### src/rtl/alu_share_arbiter.sv
`default_nettype none
// ============================================================================
//  Module      : alu_share_arbiter
//  Description : Time-shares one single-cycle combinational ALU between two
//                independent requesters. Operations are accepted over
//                valid/ready, one grant per cycle, the granted operands are
//                registered onto the ALU inputs, and the ALU result is
//                captured the following cycle into a one-entry response
//                buffer owned by the issuing requester.
//
//                Arbitration is round-robin. Defining ALU_ARB_FIXED_PRIO_EN
//                selects fixed priority (req0 wins) and removes the
//                last-grant register.
//
//  Ports       : clk, rst (async, active-high)
//                reqN_valid/ready/op1/op2/ctrl  - operation request, N=0,1
//                alu_op1/op2/ctrl               - registered ALU inputs
//                alu_out/alu_eq                 - ALU result and branch flag
//                rspN_valid/ready/data/eq       - buffered response, N=0,1
//
//  Revision    : 1.0 - initial release
// ============================================================================
module alu_share_arbiter #(
    parameter int DATA_WIDTH = 32
) (
    input  logic                  clk,
    input  logic                  rst,

    input  logic                  req0_valid,
    output logic                  req0_ready,
    input  logic [DATA_WIDTH-1:0] req0_op1,
    input  logic [DATA_WIDTH-1:0] req0_op2,
    input  logic [3:0]            req0_ctrl,

    input  logic                  req1_valid,
    output logic                  req1_ready,
    input  logic [DATA_WIDTH-1:0] req1_op1,
    input  logic [DATA_WIDTH-1:0] req1_op2,
    input  logic [3:0]            req1_ctrl,

    output logic [DATA_WIDTH-1:0] alu_op1,
    output logic [DATA_WIDTH-1:0] alu_op2,
    output logic [3:0]            alu_ctrl,
    input  logic [DATA_WIDTH-1:0] alu_out,
    input  logic                  alu_eq,

    output logic                  rsp0_valid,
    input  logic                  rsp0_ready,
    output logic [DATA_WIDTH-1:0] rsp0_data,
    output logic                  rsp0_eq,

    output logic                  rsp1_valid,
    input  logic                  rsp1_ready,
    output logic [DATA_WIDTH-1:0] rsp1_data,
    output logic                  rsp1_eq
);

    // Issue stage state. The ALU operand registers double as the issue
    // operand registers: they are loaded on a handshake and zeroed otherwise,
    // so alu_* are 0 whenever r_issue_valid is 0.
    logic r_run;          // goes high one cycle after reset release
    logic r_issue_valid;
    logic r_issue_id;

    logic w_elig0;
    logic w_elig1;
    logic w_cand0;
    logic w_cand1;
    logic w_gnt;
    logic w_hs;

    // A requester is eligible only if it has nothing in the ALU and its
    // response buffer will be free (or drained) by the time its result lands.
    assign w_elig0 = !(r_issue_valid && (r_issue_id == 1'b0)) && (!rsp0_valid || rsp0_ready);
    assign w_elig1 = !(r_issue_valid && (r_issue_id == 1'b1)) && (!rsp1_valid || rsp1_ready);

    assign w_cand0 = req0_valid && w_elig0;
    assign w_cand1 = req1_valid && w_elig1;

`ifdef ALU_ARB_FIXED_PRIO_EN
    // Fixed priority: req0 wins whenever it can be served.
    always_comb begin
        w_gnt = 1'b0;
        if (!w_cand0 && w_cand1) begin
            w_gnt = 1'b1;
        end
    end
`else
    logic r_last_gnt;

    // Round-robin: on contention, grant the requester not served last.
    always_comb begin
        w_gnt = 1'b0;
        if (w_cand0 && w_cand1) begin
            w_gnt = ~r_last_gnt;
        end else if (w_cand1) begin
            w_gnt = 1'b1;
        end
    end

    // Reset value 1 makes req0 win the first contention.
    always_ff @(posedge clk or posedge rst) begin
        if (rst) begin
            r_last_gnt <= 1'b1;
        end else if (w_hs) begin
            r_last_gnt <= w_gnt;
        end
    end
`endif

    // r_run keeps ready low through reset and for the cycle in which reset
    // is released.
    assign req0_ready = r_run && w_elig0 && (w_gnt == 1'b0);
    assign req1_ready = r_run && w_elig1 && (w_gnt == 1'b1);

    // Grant is one-hot, so at most one of these handshakes fires.
    assign w_hs = (req0_valid && req0_ready) || (req1_valid && req1_ready);

    always_ff @(posedge clk or posedge rst) begin
        if (rst) begin
            r_run         <= 1'b0;
            r_issue_valid <= 1'b0;
            r_issue_id    <= 1'b0;
            alu_op1       <= '0;
            alu_op2       <= '0;
            alu_ctrl      <= '0;
        end else begin
            r_run         <= 1'b1;
            r_issue_valid <= w_hs;
            if (w_hs) begin
                r_issue_id <= w_gnt;
                alu_op1    <= w_gnt ? req1_op1  : req0_op1;
                alu_op2    <= w_gnt ? req1_op2  : req0_op2;
                alu_ctrl   <= w_gnt ? req1_ctrl : req0_ctrl;
            end else begin
                alu_op1    <= '0;
                alu_op2    <= '0;
                alu_ctrl   <= '0;
            end
        end
    end

    // Completion: the ALU result is always captured the cycle after issue.
    // A completion takes precedence over a pop, so a same-cycle pop and
    // refill leaves valid set with the new data.
    always_ff @(posedge clk or posedge rst) begin
        if (rst) begin
            rsp0_valid <= 1'b0;
            rsp0_data  <= '0;
            rsp0_eq    <= 1'b0;
        end else if (r_issue_valid && (r_issue_id == 1'b0)) begin
            rsp0_valid <= 1'b1;
            rsp0_data  <= alu_out;
            rsp0_eq    <= alu_eq;
        end else if (rsp0_ready) begin
            rsp0_valid <= 1'b0;
        end
    end

    always_ff @(posedge clk or posedge rst) begin
        if (rst) begin
            rsp1_valid <= 1'b0;
            rsp1_data  <= '0;
            rsp1_eq    <= 1'b0;
        end else if (r_issue_valid && (r_issue_id == 1'b1)) begin
            rsp1_valid <= 1'b1;
            rsp1_data  <= alu_out;
            rsp1_eq    <= alu_eq;
        end else if (rsp1_ready) begin
            rsp1_valid <= 1'b0;
        end
    end

endmodule
`default_nettype wire

### config.mk
export PLATFORM = sky130hd
export DESIGN_NAME = alu_share_arbiter
export DESIGN_NICKNAME = d
export VERILOG_FILES = /design/src/rtl/alu_share_arbiter.sv
export SDC_FILE = /design/constraint.sdc
export NUM_CORES = 1
export LEC_CHECK = 0
export ABC_AREA = 1
export BUFFER_PORTS_ARGS = -buffer_cell sky130_fd_sc_hd__buf_2
export CAP_MARGIN = 15
export CORE_AREA = 2 2 122 124
export CTS_BUF_LIST = sky130_fd_sc_hd__clkbuf_4
export CTS_CLUSTER_SIZE = 8
export DETAILED_ROUTE_END_ITERATION = 8
export DIE_AREA = 0 0 124 126
export PLACE_DENSITY_LB_ADDON = 0.25
export SLEW_MARGIN = 20
export SYNTH_ARGS = -nofsm -noshare
export SYNTH_HDL_FRONTEND = slang
export SYNTH_SLANG_ARGS = --single-unit
### constraint.sdc
create_clock -name clk -period 12.42 [get_ports clk]
set_input_delay 2.484 -clock clk [delete_from_list [all_inputs] [get_ports clk]]
set_output_delay 2.484 -clock clk [all_outputs]
set_load 0.005 [all_outputs]
==> out/summary.txt <==
Comb pwr share: 35.4%
Top-Level Pins: 313
Netlist cell types: 18
Sw Share: 35.83%
WP data required: 9.94 ns
max-capacitance violation count: 0
worst-path cell chain: buf_2 -> inv_1 -> nand2_1 -> nand3_4 -> nand3_2 -> inv_1 -> buf_2
Post-Syn Area: 5928 um^2
status: finished, final reports clean
Worst Path Arrival: 3.87 ns
power consumption: 1.590 mW
final setup margin: 6.061 ns
Detail Placement HPWL: 11.31 mm
skew final: 0.01355 ns
gpl congestion: 0.8490
CTS clk-pin slew, worst paths: 0.11 ns
synthesized net count: 890
Die W: 124 um
Port Buf Inserts: 312
maximum VDD drop: 0.07044 mV
sw power: 0.5696 mW
post-CTS setup buffers: 0
drt pass-1 iters: 4
Post-Syn Instances: 715
headroom to the max-slew limit: 40.88%
Core ar.: 14,310 um^2
most frequent cells in the layout: 312 x buf_2, 279 x nand2_1, 139 x dfrtp_1, 100 x inv_1, 68 x nand3_1
Via density: 4.425
Resized cells post-CTS: 0
Fillers: 1,426
power share of the sequential group: 42.8%
sequential share of the synthesized area: 59.12%
largest net degree at the start of global routing: 74
Area Growth Syn to Fin: 33.43%
clk_lat worst skew: 0.54 ns
pwr dens: 201.0 nW/um^2
CTS buffer count: 17
Buf+Inv Stages, Crit Path: 4
Initial Utilization: 41.42%
CP max FO: 71
initial antenna violation count: 1
final setup fails: 0
row count: 44
Yosys reg bits: 140
final layout net count: 1,185
commonest non-fill, non-tap cell in the layout: buf_2
RSZ-0062 raised after global routing: false
Fin Setup TNS: 0 ns
Synth top area share: 58.67%
largest area contributor in the netlist: dfrtp_1
Worst path max stage delay: 0.60 ns
drt initial violations: 199
GRT Total Usage: 20.07%
Register Area: 3505 um^2
CTS tree: done
layout cell share with drive strength beyond 1: 35.87%
Final Cycle Share: 51.20%
WL final: 15.69 mm
H-Tree Depth: 4
footprint of the multi-input gates: 1807 um^2
synth top area cells: dfrtp_1 59%, nand2_1 18%, inv_1 6.4%, nand3_1 5.7%, o21ai_0 5.6%
Hold Buf Count CTS: 0
fin util: 55.26%
DP Worst Slack: 6.035 ns
die area: 15,620 um^2
crit end category: output pin
gr ovfl total: 0
Clock Sink Count: 140
Synth Warn #: 0
placed insts: 1,175
Clk pwr share: 21.8%
die height: 126 um
Finished Layout Cells: 1,208
crit start category: primary input
WL/cell: 12.99 um
clk root buf: clkbuf_4
remaining antenna violation count: 0
CTS max path bufs: 2
Tmin final: 6.359 ns
Synth Area per Inst: 8.291 um^2
first-pass GRT wire length: 24.08 mm
via count: 5,346
Int Power: 1.020 mW
type of the most critical hold path: flip-flop to flip-flop
Least-Margin Pin Slew: 0.8868 ns
Static Leak: 5.163 nW
Slew Limit Fails: 0
Slowest-stage cell, CP: nand3_4
Fin. Hold Viols: 0
Fmax: 157.3 MHz
Crit path max-delay family: simple AND/OR/NAND/NOR gates
Worst Path Class, Setup: primary input to output pin
drc violations: 0
vias in the first global route: 5,012
per-layer routing:
layer	part of all wire, %	vias to the layer above	wire length, um	GRT usage [%]
li1	-	2750	-	-
met5	0	-	0	0
met1	40	2361	6338	22.52
met4	1.3	0	207	6.213
met2	48	218	7555	34.00
met3	10	17	1592	9.058
worst reg2reg max path, cell delays in order (launching register included):
cell and delay (ns):
dfrtp_1 0.42, nand2_2 0.07, buf_4 0.51, nand2_2 0.16, nor2_4 0.10, buf_4 0.55
nand3_2 0.25, nand2_2 0.52, buf_4 0.48, nand2_1 0.12, inv_1 0.07
power by group through the flow:
stage	registers [mW]	logic (mW)	clock network, mW
2_1_floorplan	0.709	0.303	0
3_3_place_gp	0.685	0.568	0
3_5_place_dp	0.690	0.574	0
4_1_cts	0.682	0.574	0.358
5_1_grt	0.699	0.654	0.377
6_report	0.680	0.563	0.347
final timing paths:
check,slack (ns),from,to,depth (start not counted)
min reg2reg,0.48,r_last_gnt,r_last_gnt,2
max in group asynchronous,9.10,rst,alu_ctrl[2],3
min in group asynchronous,2.01,rst,alu_op2[15],2
max reg2reg,9.12,r_issue_id,alu_op2[20],10
min,0.48,r_last_gnt,r_last_gnt,2
max,6.06,rsp0_ready,req1_ready,7
cell usage after synthesis:
library cell,count
nand2_1,280
dfrtp_1,139
inv_1,101
nand3_1,68
o21ai_0,66
buf_2,15
clkbuf_1,15
inv_2,8
buf_1,6
nand2_2,4
buf_4,3
buf_6,3
nand3_2,2
a21oi_1,1
conb_1,1
dfstp_2,1
nand3_4,1
nor2_4,1
flip-flops by register name, summed over array words and instances, names as in the netlist, 4 cells and up:
register   flops
alu_ctrl       4
alu_op1       32
alu_op2       32
rsp0_data     32
rsp1_data     32
final cells by class:
type / count / area share, %
clock buffer: 17 / 1.613
sequential: 140 / 44.31
clock inverter: 15 / 2.752
timing repair buffer: 318 / 20.31
tap: 184 / 2.910
multi-input combinational: 424 / 22.84
antenna: 1 / 0.03164
inverter: 109 / 5.236
cell families after synthesis:
group                  Yosys count  synth area share [%]
other                            1               0.06326
buffers and inverters          151                 10.45
flip-flops                     140                 59.12
AO/OA/AOI/OAI                   67                 5.656
AND/OR/NAND/NOR                356                 24.72
metrics by stage:
step | hold slack (ns) | cell area (um^2)
global route | 0.5067 | 7910
finish | 0.4829 | 7910
detailed placement | 0.4673 | 7562
global placement | 0.4623 | 7562
CTS | 0.4894 | 7908
floorplan | 0.4437 | 5928
Note: power is estimated with default switching activity, not from simulation.
